==> src/rtl/ram_port_pkg.sv <==
// rtl/ram_port_pkg.sv - shared encodings, FSM states and lane-mask helpers for ram_port_adapter
package ram_port_pkg;

  localparam logic [1:0] SZ_BYTE = 2'b00;
  localparam logic [1:0] SZ_HALF = 2'b01;
  localparam logic [1:0] SZ_WORD = 2'b10;
  localparam logic [1:0] SZ_ILL  = 2'b11;

  typedef enum logic [2:0] {
    IDLE,
    WR_BYTE,
    RD_A,
    RD_B,
    RD_CAP,
    FIN
  } state_e;

  localparam logic [3:0] MASK_B0 = 4'b0001;
  localparam logic [3:0] MASK_B1 = 4'b0010;
  localparam logic [3:0] MASK_B2 = 4'b0100;
  localparam logic [3:0] MASK_B3 = 4'b1000;
  localparam logic [3:0] MASK_H0 = 4'b0011;
  localparam logic [3:0] MASK_H1 = 4'b1100;
  localparam logic [3:0] MASK_W  = 4'b1111;

  // Eight bits wide so an access spilling into the next word shows up in [7:4].
  function automatic logic [7:0] lane_mask(input logic [1:0] size, input logic [1:0] off);
    logic [7:0] base;
    case (size)
      SZ_BYTE: base = 8'h01;
      SZ_HALF: base = 8'h03;
      default: base = 8'h0F;
    endcase
    return base << off;
  endfunction

  function automatic logic is_legal_mask(input logic [7:0] mask);
    if (mask[7:4] != 4'b0000) return 1'b0;
    case (mask[3:0])
      MASK_B0, MASK_B1, MASK_B2, MASK_B3, MASK_H0, MASK_H1, MASK_W: return 1'b1;
      default: return 1'b0;
    endcase
  endfunction

  function automatic logic [1:0] last_byte(input logic [1:0] size);
    case (size)
      SZ_BYTE: return 2'd0;
      SZ_HALF: return 2'd1;
      default: return 2'd3;
    endcase
  endfunction

  function automatic logic [31:0] store_lanes(input logic [1:0] size, input logic [31:0] wdata);
    case (size)
      SZ_BYTE: return {4{wdata[7:0]}};
      SZ_HALF: return {2{wdata[15:0]}};
      default: return wdata;
    endcase
  endfunction

endpackage

==> src/rtl/ram_load_align.sv <==
// rtl/ram_load_align.sv - picks the addressed bytes out of two RAM words and extends them
module ram_load_align
  import ram_port_pkg::*;
(
  input  logic [31:0] hi_word_i,
  input  logic [31:0] lo_word_i,
  input  logic [1:0]  off_i,
  input  logic [1:0]  size_i,
  input  logic        unsigned_i,
  output logic [31:0] data_o
);

  logic [63:0] both;
  logic [31:0] win;

  always_comb begin
    both = {hi_word_i, lo_word_i};
    win  = both[{off_i, 3'b000} +: 32];
    case (size_i)
      SZ_BYTE: data_o = {{24{~unsigned_i & win[7]}}, win[7:0]};
      SZ_HALF: data_o = {{16{~unsigned_i & win[15]}}, win[15:0]};
      default: data_o = win;
    endcase
  end

endmodule

==> src/rtl/ram_port_adapter.sv <==
// rtl/ram_port_adapter.sv - turns byte-addressed loads/stores into legal word-addressed RAM port-A cycles
module ram_port_adapter
  import ram_port_pkg::*;
#(
  parameter int ADDR_WIDTH = 12,
  parameter int DATA_WIDTH = 32
) (
  input  logic                    clk,
  input  logic                    rst,
  input  logic                    req_valid,
  input  logic                    req_write,
  input  logic [1:0]              req_size,
  input  logic                    req_unsigned,
  input  logic [ADDR_WIDTH+1:0]   req_addr,
  input  logic [DATA_WIDTH-1:0]   req_wdata,
  output logic                    busy,
  output logic                    done,
  output logic                    err,
  output logic [DATA_WIDTH-1:0]   rdata,
  output logic [3:0]              ram_we,
  output logic [ADDR_WIDTH-1:0]   ram_addr,
  output logic [DATA_WIDTH-1:0]   ram_din,
  input  logic [DATA_WIDTH-1:0]   ram_dout
);

  localparam int BW = ADDR_WIDTH + 2;

  state_e                  state_q, state_d;
  logic [BW-1:0]           addr_q, addr_d;
  logic [31:0]             wdata_q, wdata_d;
  logic [1:0]              size_q, size_d;
  logic                    uns_q, uns_d;
  logic                    mis_q, mis_d;
  logic [1:0]              idx_q, idx_d;
  logic [31:0]             lo_q, lo_d;
  logic [31:0]             rdata_q, rdata_d;
  logic                    done_q, done_d;
  logic                    err_q, err_d;
  logic [3:0]              we_q, we_d;
  logic [ADDR_WIDTH-1:0]   raddr_q, raddr_d;
  logic [31:0]             din_q, din_d;

  logic [7:0]              req_mask;
  logic                    req_aligned;
  logic [BW-1:0]           byte_addr;
  logic [7:0]              wbyte;
  logic [31:0]             align_lo;
  logic [31:0]             align_out;

  assign req_mask    = lane_mask(req_size, req_addr[1:0]);
  assign req_aligned = is_legal_mask(req_mask);
  assign byte_addr   = addr_q + BW'(idx_q);
  assign wbyte       = wdata_q[{idx_q, 3'b000} +: 8];
  assign align_lo    = mis_q ? lo_q : ram_dout;

  ram_load_align u_align (
    .hi_word_i  (ram_dout),
    .lo_word_i  (align_lo),
    .off_i      (addr_q[1:0]),
    .size_i     (size_q),
    .unsigned_i (uns_q),
    .data_o     (align_out)
  );

  always_comb begin
    state_d = state_q;
    addr_d  = addr_q;
    wdata_d = wdata_q;
    size_d  = size_q;
    uns_d   = uns_q;
    mis_d   = mis_q;
    idx_d   = idx_q;
    lo_d    = lo_q;
    rdata_d = rdata_q;
    done_d  = 1'b0;
    err_d   = 1'b0;
    we_d    = 4'b0000;
    raddr_d = raddr_q;
    din_d   = din_q;

    case (state_q)
      IDLE: begin
        if (req_valid) begin
          addr_d  = req_addr;
          wdata_d = req_wdata;
          size_d  = req_size;
          uns_d   = req_unsigned;
          mis_d   = ~req_aligned;
          raddr_d = req_addr[BW-1:2];
          if (req_size == SZ_ILL) begin
            done_d = 1'b1;
            err_d  = 1'b1;
          end else if (req_write && req_aligned) begin
            we_d    = req_mask[3:0];
            din_d   = store_lanes(req_size, req_wdata);
            state_d = FIN;
          end else if (req_write) begin
            we_d    = 4'b0001 << req_addr[1:0];
            din_d   = {4{req_wdata[7:0]}};
            idx_d   = 2'd1;
            state_d = WR_BYTE;
          end else begin
            state_d = RD_A;
          end
        end
      end
      WR_BYTE: begin
        // One lane per cycle; the word address follows the byte address across the boundary.
        we_d    = 4'b0001 << byte_addr[1:0];
        raddr_d = byte_addr[BW-1:2];
        din_d   = {4{wbyte}};
        idx_d   = idx_q + 2'd1;
        if (idx_q == last_byte(size_q)) state_d = FIN;
      end
      FIN: begin
        done_d  = 1'b1;
        state_d = IDLE;
      end
      RD_A: begin
        if (mis_q) begin
          raddr_d = raddr_q + ADDR_WIDTH'(1);
          state_d = RD_B;
        end else begin
          state_d = RD_CAP;
        end
      end
      RD_B: begin
        lo_d    = ram_dout;
        state_d = RD_CAP;
      end
      RD_CAP: begin
        rdata_d = align_out;
        done_d  = 1'b1;
        state_d = IDLE;
      end
      default: state_d = IDLE;
    endcase
  end

  always_ff @(posedge clk) begin
    if (rst) begin
      state_q <= IDLE;
      addr_q  <= '0;
      wdata_q <= '0;
      size_q  <= SZ_BYTE;
      uns_q   <= 1'b0;
      mis_q   <= 1'b0;
      idx_q   <= 2'd0;
      lo_q    <= '0;
      rdata_q <= '0;
      done_q  <= 1'b0;
      err_q   <= 1'b0;
      we_q    <= 4'b0000;
      raddr_q <= '0;
      din_q   <= '0;
    end else begin
      state_q <= state_d;
      addr_q  <= addr_d;
      wdata_q <= wdata_d;
      size_q  <= size_d;
      uns_q   <= uns_d;
      mis_q   <= mis_d;
      idx_q   <= idx_d;
      lo_q    <= lo_d;
      rdata_q <= rdata_d;
      done_q  <= done_d;
      err_q   <= err_d;
      we_q    <= we_d;
      raddr_q <= raddr_d;
      din_q   <= din_d;
    end
  end

  // The done cycle is already IDLE, so busy has to cover it explicitly.
  assign busy     = (state_q != IDLE) | done_q;
  assign done     = done_q;
  assign err      = err_q;
  assign rdata    = rdata_q;
  assign ram_we   = we_q;
  assign ram_addr = raddr_q;
  assign ram_din  = din_q;

endmodule

==> config.mk <==
export PLATFORM = sky130hd
export DESIGN_NAME = ram_port_adapter
export DESIGN_NICKNAME = d
export VERILOG_FILES = /design/src/rtl/ram_port_pkg.sv /design/src/rtl/ram_load_align.sv /design/src/rtl/ram_port_adapter.sv
export SDC_FILE = /design/constraint.sdc
export NUM_CORES = 1
export LEC_CHECK = 0
export ABC_AREA = 1
export CAP_MARGIN = 40
export CELL_PAD_IN_SITES_DETAIL_PLACEMENT = 0
export CELL_PAD_IN_SITES_GLOBAL_PLACEMENT = 1
export CORE_ASPECT_RATIO = 1.25
export CORE_MARGIN = 5
export CORE_UTILIZATION = 40
export CTS_CLUSTER_DIAMETER = 120
export DETAILED_ROUTE_END_ITERATION = 7
export GPL_TIMING_DRIVEN = 0
export PLACE_DENSITY_LB_ADDON = 0.3
export SYNTH_ARGS = -nofsm -noshare
export SYNTH_HDL_FRONTEND = slang
export SYNTH_HIERARCHICAL = 1
export SYNTH_SLANG_ARGS = --single-unit
export TNS_END_PERCENT = 1
==> constraint.sdc <==
create_clock -name clk -period 3.1 [get_ports clk]
set_input_delay 0.93 -clock clk [delete_from_list [all_inputs] [get_ports clk]]
set_output_delay 0.93 -clock clk [all_outputs]
set_load 0.02 [all_outputs]
==> results.json <==
{
  "run_status": "completed",
  "grt_pass1_wl_mm": 58.2,
  "fin_nets": 1760,
  "power.density_mw_per_mm2": 837,
  "routed_via_density": 5.34,
  "worstHoldPathCells": 2,
  "grtUsageTotal": 0.280,
  "portBuffers": 165,
  "die_area_mm2": 0.0266,
  "rows": 62,
  "ff2ff_setup_slack_ns": 0.59,
  "drt_wl_total_mm": 37.8,
  "routedWlPerCell_um": 19.2,
  "fill_cells": 2467,
  "dp_hpwl_mm": 29.5,
  "clockRootBuffer": "clkbuf_16",
  "syn_to_final_growth_pct": 27.7,
  "critPathMaxFanout": 6,
  "dieWidth_um": 147,
  "path_buf_inv": 1,
  "grt_overflow": 0,
  "regArea_mm2": 0.00338,
  "antenna_left": 0,
  "setup_viol": 0,
  "fin_hold_ws_ns": 0.506,
  "synth_edf_count": 0,
  "cts_setup_buffers": 0,
  "power_w": 0.0100,
  "drv_cap": 0,
  "synth_top_area_share": 0.362,
  "drive_gt1_frac": 0.0653,
  "p_leak_nw": 5.44,
  "netlist_area_mm2": 0.00936,
  "crit_arrival_ns": 1.98,
  "io_pins": 168,
  "finalClockSkew_ns": 0.0128,
  "end_kind": "primary output",
  "path_cells": "nor2_4, nand2_4, or2_2, clkdlybuf4s50_1",
  "cts_hold_buf": 0,
  "start_util": 0.406,
  "cts.sinks": 169,
  "hold_viol": 0,
  "path_clk_slew_ns": 0.07,
  "worst_ep_required_time_ns": 2.17,
  "clk_latency_ns": 0.44,
  "crit_slowest_cell": "clkdlybuf4s50_1",
  "syn_area_per_cell_um2": 6.30,
  "relSlewSlack": 0.471,
  "grt_max_degree": 19,
  "multi_input_area_mm2": 0.00515,
  "synth_fp_nets": 1575,
  "clk_path_buf_depth": 2,
  "regToRegEndpoint": "rdata[21]",
  "min_to": "addr_q[8]",
  "num_vias": 10522,
  "core_area_mm2": 0.0230,
  "synthCells": 1486,
  "rsz0062_at_grt": "false",
  "die_y_um": 181,
  "diodes": 0,
  "critPathKind": "reg -> out",
  "ys.flop_type": "dfxtp_1",
  "synth_top_area_cell": "dfxtp_1",
  "gp_congestion": 0.966,
  "drt_iter0_markers": 757,
  "firstDrtPassIters": 5,
  "synthTopCellsByArea": "dfxtp_1, nand2_1, nor2_1",
  "critPathMaxStageDelay_ns": 0.54,
  "final.min_clock_period_ns": 2.91,
  "seq_area_frac_synth": 0.362,
  "cts_resized": 0,
  "worst_pin_slew_ns": 0.787,
  "yosys_warnings": 6,
  "cts_buffers": 17,
  "slew_viol_final": 0,
  "min_from": "addr_q[8]",
  "ys_ff_latch": 169,
  "fmaxAchievable_mhz": 344,
  "r2r_cells": 12,
  "r2r_start": "mis_q",
  "synth_cell_types": 42,
  "hp-class": "reg -> reg",
  "antenna_found_initial": 0,
  "synthArstFlopShare": 0,
  "cp_top_family": "simple AND/OR/NAND/NOR gates",
  "period_share": 0.937,
  "drc_errors": 0,
  "tns_ns": 0,
  "worstSetupStartpointType": "register",
  "peakVddDrop_uv": 490,
  "htree_levels": 4,
  "cts_tree": "done",
  "grt_pass1_vias": 10238
}
[worst register-to-register path: cells and delay by family, from the launching register on]
family / cells / cell delay (ns)
buffers and inverters: 4 / 1.17
DFF: 1 / 0.31
and+or+nand+nor: 8 / 0.91
[state kept, by name, indices dropped and copies added (netlist names)]
name,flops
addr_q,14
done,1
err,1
idx_q,2
lo_q,32
mis_q,1
ram_addr,12
ram_din,32
ram_we,4
rdata,32
size_q,2
state_q,3
uns_q,1
wdata_q,32
[per-stage QoR]
stage / instances / util / cell area (µm²) / worst slack (ns)
2_1_floorplan: 1486 / - / 9360 / 1.07
3_3_place_gp: 1939 / 0.493 / 11400 / 0.0170
3_5_place_dp: 1940 / 0.494 / 11400 / 0.0263
4_1_cts: 1972 / 0.519 / 12000 / 0.160
5_1_grt: 1972 / 0.519 / 12000 / 0.105
6_report: 1972 / 0.519 / 12000 / 0.194
[synthesized netlist by cell type (all sizes together) (3+ instances only)]
cell type and number:
inv 104, nand2 393, buf 42, nor2 243
or2 4, a22oi 8, o21bai 4, ha 3
nand3 169, clkbuf 48, dfxtp 169, o21a 9
o211ai 8, a21oi 78, and2 9, nand4 9
o21ai 174
[where the power goes]
part	switching (W)	total, W	internal, W
registers	0.000383	0.00311	0.00273
clock network	0.00106	0.00214	0.00108
logic	0.00300	0.00476	0.00175
[cell families (layout without fill, tap and decap cells)]
family,after synthesis,after routing,share of synthesized area
compound gates,284,284,0.161
xor+xnor,2,2,0.00187
fa+ha+maj,4,4,0.00615
buf+inv,196,394,0.0881
flops,169,169,0.362
simple gates,831,831,0.381
[how the worst max path moves through the flow]
| stage | startpoint | endpoint | cells after the start |
|---|---|---|---|
| after detailed placement | req_addr[0] | ram_din[16] | 10 |
| after floorplan | req_size[1] | ram_din[21] | 9 |
| after CTS | state_q[2] | busy | 4 |
| final | state_q[2] | busy | 4 |
| after global placement | req_addr[0] | ram_din[17] | 10 |
| after global routing | state_q[2] | busy | 4 |
[placed cells by master (no fill, tap or decap), types with 3 or more instances in the layout]
cell / count
nand3_2: 13
and2_4: 6
o211ai_1: 8
nand4_1: 8
nor2_1: 238
a22oi_1: 8
o21ai_0: 169
buf_2: 29
clkdlybuf4s50_1: 165
nand2_1: 388
inv_2: 4
inv_1: 100
inv_8: 6
buf_1: 4
nand3_1: 155
buf_6: 6
clkbuf_16: 17
a21oi_1: 77
dfxtp_1: 169
clkinv_4: 3
o21bai_1: 4
inv_6: 3
and2_1: 3
nand2_4: 3
ha_1: 3
buf_4: 4
or2_2: 3
o21ai_1: 5
clkbuf_1: 49
o21a_1: 9
[per-layer routing]
metal / GRT usage / vias to the layer above / wire length (µm)
met5: 0 / - / 0
met4: 0.171 / 0 / 2270
met3: 0.0424 / 96 / 2160
met2: 0.484 / 421 / 18500
met1: 0.324 / 4825 / 14900
li1: - / 5180 / -
[cell type report]
class / count / area share
plain buffers: 90 / 0.0357
clock buffers: 18 / 0.0359
clock inverters: 14 / 0.0120
inverters: 106 / 0.0333
flip-flops and latches: 169 / 0.283
well taps: 288 / 0.0301
multi-input cells: 1121 / 0.431
repair buffers: 166 / 0.139
Power figures use the tool's default switching activity.
